File: config.mk
export PLATFORM = sky130hd
export DESIGN_NAME = ntr_response_tx
export DESIGN_NICKNAME = d
export VERILOG_FILES = /design/src/rtl/ntr_response_tx.sv
export SDC_FILE = /design/constraint.sdc
export NUM_CORES = 1
export LEC_CHECK = 0
export ABC_CLOCK_PERIOD_IN_PS = 3500
export BUFFER_PORTS_ARGS = -buffer_cell sky130_fd_sc_hd__buf_2
export CAP_MARGIN = 10
export CORE_UTILIZATION = 32
export CTS_CLUSTER_DIAMETER = 30
export CTS_CLUSTER_SIZE = 16
export DETAILED_ROUTE_END_ITERATION = 10
export GPL_TIMING_DRIVEN = 0
export SLEW_MARGIN = 20
export SYNTH_ARGS = -nofsm -noshare
export SYNTH_HDL_FRONTEND = slang
export SYNTH_SLANG_ARGS = --single-unit
File: constraint.sdc
create_clock -name clk -period 3.5 [get_ports clk]
set_clock_uncertainty 0.2 [all_clocks]
set_input_delay 0.35 -clock clk [delete_from_list [all_inputs] [get_ports clk]]
set_output_delay 0.35 -clock clk [all_outputs]
set_load 0.01 [all_outputs]
File: src/rtl/ntr_response_tx.sv
// rtl/ntr_response_tx.sv - NTR cartridge bus response transmitter (word-to-byte serialiser)
//
// Takes 32-bit little-endian words from an upstream source and presents them
// one byte at a time on the NTR data bus, advancing on each falling edge of the
// host bus clock (ntr_clk), which is synchronised into the clk domain.
//
// Ports:
//   clk, rst        system clock, asynchronous active-high reset
//   ntr_clk         host bus clock, asynchronous to clk
//   start, len      one-cycle start pulse and response length in bytes
//   abort           host deselect, cancels any transfer in progress
//   word_data/valid/ready  upstream word handshake
//   ntr_dout, ntr_oe       byte and pad output enable for the NTR data bus
//   busy, done, underrun   status: not idle, completion pulse, sticky starvation flag
module ntr_response_tx #(
    parameter int LEN_W       = 14,
    parameter int SYNC_STAGES = 2
) (
    input  logic             clk,
    input  logic             rst,
    input  logic             ntr_clk,
    input  logic             start,
    input  logic [LEN_W-1:0] len,
    input  logic             abort,
    input  logic [31:0]      word_data,
    input  logic             word_valid,
    output logic             word_ready,
    output logic [7:0]       ntr_dout,
    output logic             ntr_oe,
    output logic             busy,
    output logic             done,
    output logic             underrun
);

    typedef enum logic [1:0] {
        S_IDLE,
        S_LOAD,
        S_DRIVE,
        S_DONE
    } state_t;

    state_t                 state_q, state_n;
    logic [SYNC_STAGES-1:0] ntr_sync_q;
    logic                   ntr_hist_q;
    logic                   fe;

    logic [LEN_W-1:0]       rem_q, rem_n;
    logic [1:0]             idx_q, idx_n;
    logic [31:0]            cur_q, cur_n;
    logic                   cur_valid_q, cur_valid_n;
    logic [31:0]            pf_q, pf_n;
    logic                   pf_full_q, pf_full_n;
    logic [7:0]             dout_n;
    logic                   oe_n;
    logic                   done_n;
    logic                   under_n;

    logic [2:0]             left_in_word;
    logic                   need_more;

    // Falling edge of the synchronised host clock.
    assign fe   = ntr_hist_q & ~ntr_sync_q[SYNC_STAGES-1];
    assign busy = (state_q != S_IDLE);

    // A further word is only wanted if the transfer extends past the bytes
    // still left in the current word.
    assign left_in_word = 3'd4 - {1'b0, idx_q};
    assign need_more    = rem_q > {{(LEN_W-3){1'b0}}, left_in_word};

    function automatic logic [7:0] pick_byte(input logic [31:0] w, input logic [1:0] i);
        logic [7:0] b;
        case (i)
            2'd0:    b = w[7:0];
            2'd1:    b = w[15:8];
            2'd2:    b = w[23:16];
            default: b = w[31:24];
        endcase
        return b;
    endfunction

    always_ff @(posedge clk or posedge rst) begin
        if (rst) begin
            state_q     <= S_IDLE;
            ntr_sync_q  <= '0;
            ntr_hist_q  <= 1'b0;
            rem_q       <= '0;
            idx_q       <= 2'd0;
            cur_q       <= 32'h0;
            cur_valid_q <= 1'b0;
            pf_q        <= 32'h0;
            pf_full_q   <= 1'b0;
            ntr_dout    <= 8'hFF;
            ntr_oe      <= 1'b0;
            done        <= 1'b0;
            underrun    <= 1'b0;
        end else begin
            state_q     <= state_n;
            ntr_sync_q  <= {ntr_sync_q[SYNC_STAGES-2:0], ntr_clk};
            ntr_hist_q  <= ntr_sync_q[SYNC_STAGES-1];
            rem_q       <= rem_n;
            idx_q       <= idx_n;
            cur_q       <= cur_n;
            cur_valid_q <= cur_valid_n;
            pf_q        <= pf_n;
            pf_full_q   <= pf_full_n;
            ntr_dout    <= dout_n;
            ntr_oe      <= oe_n;
            done        <= done_n;
            underrun    <= under_n;
        end
    end

    always_comb begin
        state_n     = state_q;
        rem_n       = rem_q;
        idx_n       = idx_q;
        cur_n       = cur_q;
        cur_valid_n = cur_valid_q;
        pf_n        = pf_q;
        pf_full_n   = pf_full_q;
        dout_n      = ntr_dout;
        oe_n        = ntr_oe;
        done_n      = 1'b0;
        under_n     = underrun;
        word_ready  = 1'b0;

        if (abort && state_q != S_IDLE) begin
            // Deselect wins over any edge or handshake in the same cycle;
            // word_ready stays low so no word is silently swallowed.
            state_n   = S_IDLE;
            oe_n      = 1'b0;
            dout_n    = 8'hFF;
            pf_full_n = 1'b0;
        end else begin
            case (state_q)
                S_IDLE: begin
                    oe_n   = 1'b0;
                    dout_n = 8'hFF;
                    if (start) begin
                        under_n   = 1'b0;
                        pf_full_n = 1'b0;
                        idx_n     = 2'd0;
                        if (len == '0) begin
                            done_n = 1'b1;
                        end else begin
                            rem_n   = len;
                            state_n = S_LOAD;
                        end
                    end
                end

                S_LOAD: begin
                    word_ready = 1'b1;
                    if (word_valid) begin
                        cur_n       = word_data;
                        cur_valid_n = 1'b1;
                        idx_n       = 2'd0;
                        dout_n      = word_data[7:0];
                        oe_n        = 1'b1;
                        state_n     = S_DRIVE;
                    end
                end

                S_DRIVE: begin
                    word_ready = ~pf_full_q & need_more;
                    if (word_valid && word_ready) begin
                        pf_n      = word_data;
                        pf_full_n = 1'b1;
                    end
                    if (fe) begin
                        rem_n = rem_q - LEN_W'(1);
                        if (rem_q == LEN_W'(1)) begin
                            state_n   = S_DONE;
                            oe_n      = 1'b0;
                            dout_n    = 8'hFF;
                            pf_full_n = 1'b0;
                            done_n    = 1'b1;
                        end else if (idx_q != 2'd3) begin
                            idx_n  = idx_q + 2'd1;
                            dout_n = cur_valid_q ? pick_byte(cur_q, idx_q + 2'd1) : 8'hFF;
                        end else begin
                            idx_n = 2'd0;
                            if (pf_full_q) begin
                                cur_n       = pf_q;
                                cur_valid_n = 1'b1;
                                pf_full_n   = 1'b0;
                                dout_n      = pf_q[7:0];
                            end else begin
                                // Starved: pad with FF and keep counting host
                                // cycles; a late word waits for the next word
                                // boundary so byte alignment is preserved.
                                cur_valid_n = 1'b0;
                                dout_n      = 8'hFF;
                                under_n     = 1'b1;
                            end
                        end
                    end
                end

                default: begin
                    state_n   = S_IDLE;
                    oe_n      = 1'b0;
                    dout_n    = 8'hFF;
                    pf_full_n = 1'b0;
                end
            endcase
        end
    end

endmodule

==> impl_summary.txt <==
----------------------------------------------------
[Status]
  Outcome ... complete, no violations

[Setup path]
  Crit path capture type ... primary output
  Data arrival time at the worst-slack endpoint ... 2.53 ns
  CP Launch Type ... flip-flop
  CP Class ... reg -> out
  Maximum fanout along the worst path ... 5
  Worst endpoint required time ... 2.95 ns

[Floorplanning]
  Height of the chip ... 130 microns
  Width of the die ... 130 microns
  Row cnt ... 46
  Initial core utilization ... 0.328
  Std-Cell Core Area ... 15900 sq um
  Total I/O pin count ... 65
  Die area ... 16800 sq um

[Logic synthesis]
  Mapped Nets ... 537
  Post-Synthesis Mean Instance Area ... 11.1 sq um
  Async set-reset flop share out of synthesis ... 1.00
  Number of synthesized register bits ... 98
  Sequential cell area fraction in the yosys report ... 0.473
  Mapped cell area ... 5210 sq um
  Number of unique standard cell types used by synthesis ... 54
  Prevailing post-synth register cell ... sky130_fd_sc_hd__dfrtp_1
  Number of standard cells after synthesis ... 470
  Total of warnings raised by yosys ... 0
  Number of enable-type register cells in the synthesized netlist ... 0

[Pwr]
  Leakage power ... 0.00266 uW
  Combinational power share ... 0.397
  Clock network fraction of design power ... 0.203
  Relative contribution of sequential cells to total power ... 0.401
  Peak supply drop ... 294 uV
  P_int ... 3210 uW
  Areal power density over the cells ... 836 nW/um^2
  Switching power share of the total ... 0.378
  Switching power ... 1950 uW

[Timing]
  Worst slew margin relative to its limit ... 0.506
  Final worst-path setup slack ... 0.424 ns
  Setup repair after global routing missed its margin ... no
  Count of endpoints failing hold in the final timing report ... 0
  Peak clock frequency supported by timing ... 325 MHz
  Clock period minus final worst setup slack ... 3.08 ns
  Number of setup violations in the final report ... 0
  Minimum hold slack ... 0.0435 ns
  Share of the cycle needed by the critical path after routing ... 0.879
  Slew of the pin with the lowest slew margin ... 0.739 ns
  Final setup TNS ... 0 ns
  Final count of pins violating max slew ... 0

[GRT]
  Antenna violations before repair ... 1
  Total grt overflow ... 0
  Via count of the first global-routing pass ... 4068
  Global-route wire length before repair ... 22.2 mm
  Maximum number of pins on one net before global-route repair ... 73
  All-layer global routing usage ... 0.171

[Layout]
  Fraction of final layout cells sized beyond drive strength 1 ... 0.253
  Area overhead of the layout relative to synthesis ... 18.5%
  NumNets Final ... 615
  Post-layout util ... 0.388
  Antenna diodes ... 0
  Post-layout instance area ... 6170 sq um

[CTS]
  Htree depth ... 3
  Cts bufs inserted ... 9
  Clock-pin slew on the worst setup and hold paths ... 0.07 ns
  Post-cts sizing count ... 0
  Clock buffer depth ... 2
  Clock tree root buffer cell ... sky130_fd_sc_hd__clkbuf_16
  Clock net sink count ... 98
  Number of setup buffers added after CTS ... 0
  Post-CTS Hold Buffers ... 2
  Latest clock arrival within the worst-skew pair ... 0.34 ns
  TritonCTS clock tree ... done

[Placement]
  Input/output buffers ... 64
  Placed Instance Area ... 5830 sq um
  GP Congestion ... 0.848
  Detail Placement HPWL ... 9.76 mm
  Worst setup slack before clock tree synthesis ... 0.567 ns

[Routing]
  Post-detailed-route count of antenna-violating nets ... 0
  Detailed-route DRC error count ... 0
  Wire per inst ... 17.6 microns
  Pre-antenna DRT Iters ... 4
  Total number of vias ... 4120
  Vias per cell ... 5.36
  Routed Wire Length ... 13.5 mm
  Count of routing violations after the opening detailed-route iteration ... 296

[Hold path]
  Tightest Hold Check Type ... in -> reg

[Run]
  Max cap viols ... 0

----------------------------------------------------
[metrics by stage]
stage	cells	power (uW)
floorplan	470	3490
global placement	750	4030
detailed placement	751	4110
CTS	769	5180
global route	769	5520
finish	769	5160
[logic make-up after synthesis]
group	count (synthesis)	synth area share
DFF	98	0.473
buffers and inverters	48	0.0461
muxes	36	0.0985
adders and majority gates	15	0.0360
AOI/OAI and AO/OA	161	0.226
and+or+nand+nor	112	0.121
[worst paths after layout]
check	startpoint	end	slack (ns)	depth (start not counted)
setup / recovery	idx_q[0]	word_ready	0.42	10
hold / removal	word_data[10]	pf_q[10]	0.04	2
setup reg to reg	idx_q[0]	pf_q[9]	0.57	10
hold reg to reg	ntr_sync_q[0]	ntr_sync_q[1]	0.15	0
max in group asynchronous	rst	ntr_dout[0]	2.13	4
min in group asynchronous	rst	rem_q[9]	0.33	3
[power by group through the flow]
stage / Clock [uW] / Combinational, uW / Sequential [uW]
6_report: 1050 / 2050 / 2070
5_1_grt: 1120 / 2270 / 2130
4_1_cts: 1070 / 2050 / 2060
3_5_place_dp: 0 / 2040 / 2070
3_3_place_gp: 0 / 1990 / 2050
2_1_floorplan: 0 / 1530 / 1960
[final cells by class]
cell class / instances / area, sq um
tap: 216 / 270
fill: 1595 / 9710
clock inverter: 7 / 87.6
buffer: 29 / 169
sequential: 98 / 2460
multi-input combinational: 324 / 2510
inverter: 19 / 76.3
clock buffer: 9 / 225
timing repair buffer: 67 / 368
[worst max-delay path: stages (launching register included)]
cell	delay, ns
sky130_fd_sc_hd__dfrtp_1	0.42
sky130_fd_sc_hd__inv_1	0.14
sky130_fd_sc_hd__ha_1	0.30
sky130_fd_sc_hd__inv_1	0.05
sky130_fd_sc_hd__ha_1	0.28
sky130_fd_sc_hd__nor2b_1	0.12
sky130_fd_sc_hd__o21ai_0	0.08
sky130_fd_sc_hd__a32oi_1	0.32
sky130_fd_sc_hd__o21ai_0	0.15
sky130_fd_sc_hd__a21oi_1	0.17
sky130_fd_sc_hd__buf_2	0.17
[flip-flops by register name (all words and copies together), names as in the netlist]
signal and cells:
ntr_hist_q 1, pf_q 32, ntr_dout 8, pf_full_q 1, ntr_sync_q 2, state_q 2
cur_q 32, ntr_oe 1, rem_q 14, idx_q 2, underrun 1, cur_valid_q 1
done 1
[cell usage in the layout, fill, tap and decap left out, types with 10 or more instances in the layout]
cell / synthesis / final
sky130_fd_sc_hd__o21ai_0: 15 / 15
sky130_fd_sc_hd__a211oi_1: 12 / 12
sky130_fd_sc_hd__and2_1: 32 / 32
sky130_fd_sc_hd__a21oi_1: 32 / 32
sky130_fd_sc_hd__ha_1: 15 / 15
sky130_fd_sc_hd__buf_2: 3 / 67
sky130_fd_sc_hd__nor2b_1: 10 / 10
sky130_fd_sc_hd__a221o_1: 32 / 32
sky130_fd_sc_hd__mux2_4: 30 / 30
sky130_fd_sc_hd__a31oi_1: 15 / 15
sky130_fd_sc_hd__dfrtp_1: 90 / 90
sky130_fd_sc_hd__inv_1: 19 / 18
sky130_fd_sc_hd__clkbuf_1: 11 / 11
sky130_fd_sc_hd__nor2_1: 19 / 19
sky130_fd_sc_hd__nand2_1: 16 / 16
[routing by layer]
| layer | global-route usage | wire length (microns) | vias up |
|---|---|---|---|
| met5 | 0 | 13 | - |
| met4 | 0.0458 | 141 | 2 |
| met3 | 0.0314 | 817 | 10 |
| met2 | 0.267 | 6230 | 117 |
| met1 | 0.242 | 6350 | 2048 |
| li1 | - | - | 1943 |
[cell usage after synthesis (2+ instances only)]
library cell / instances / area (sq um)
sky130_fd_sc_hd__a22oi_1: 9 / 67.6
sky130_fd_sc_hd__dfrtp_1: 90 / 2250
sky130_fd_sc_hd__nor4b_1: 2 / 17.5
sky130_fd_sc_hd__inv_1: 19 / 71.3
sky130_fd_sc_hd__nand4_1: 2 / 12.5
sky130_fd_sc_hd__nand2_1: 16 / 60.1
sky130_fd_sc_hd__nand3b_1: 3 / 22.5
sky130_fd_sc_hd__dfstp_2: 8 / 210
sky130_fd_sc_hd__and3_1: 2 / 12.5
sky130_fd_sc_hd__a31oi_1: 15 / 93.8
sky130_fd_sc_hd__or3_1: 2 / 12.5
sky130_fd_sc_hd__buf_2: 3 / 15.0
sky130_fd_sc_hd__o22a_1: 4 / 35.0
sky130_fd_sc_hd__nand3_1: 6 / 30.0
sky130_fd_sc_hd__nor2b_1: 10 / 62.6
sky130_fd_sc_hd__buf_1: 6 / 22.5
sky130_fd_sc_hd__o21ai_1: 2 / 10.0
sky130_fd_sc_hd__ha_1: 15 / 188
sky130_fd_sc_hd__o21ai_0: 15 / 75.1
sky130_fd_sc_hd__a211oi_1: 12 / 90.1
sky130_fd_sc_hd__nor3_1: 7 / 35.0
sky130_fd_sc_hd__buf_6: 6 / 67.6
sky130_fd_sc_hd__o22ai_1: 5 / 31.3
sky130_fd_sc_hd__mux2_4: 30 / 450
sky130_fd_sc_hd__nor4_1: 4 / 25.0
sky130_fd_sc_hd__mux2i_1: 4 / 40.0
sky130_fd_sc_hd__and2_1: 32 / 200
sky130_fd_sc_hd__nand2b_1: 2 / 12.5
sky130_fd_sc_hd__o21a_1: 9 / 67.6
sky130_fd_sc_hd__mux2_2: 2 / 22.5
sky130_fd_sc_hd__a221o_1: 32 / 320
sky130_fd_sc_hd__o221ai_1: 8 / 70.1
sky130_fd_sc_hd__nor2_1: 19 / 71.3
sky130_fd_sc_hd__a2bb2oi_1: 5 / 43.8
sky130_fd_sc_hd__clkbuf_1: 11 / 41.3
sky130_fd_sc_hd__buf_4: 3 / 22.5
sky130_fd_sc_hd__a21oi_1: 32 / 160
sky130_fd_sc_hd__o211ai_1: 2 / 15.0
Note: power is estimated with default switching activity, not from simulation.
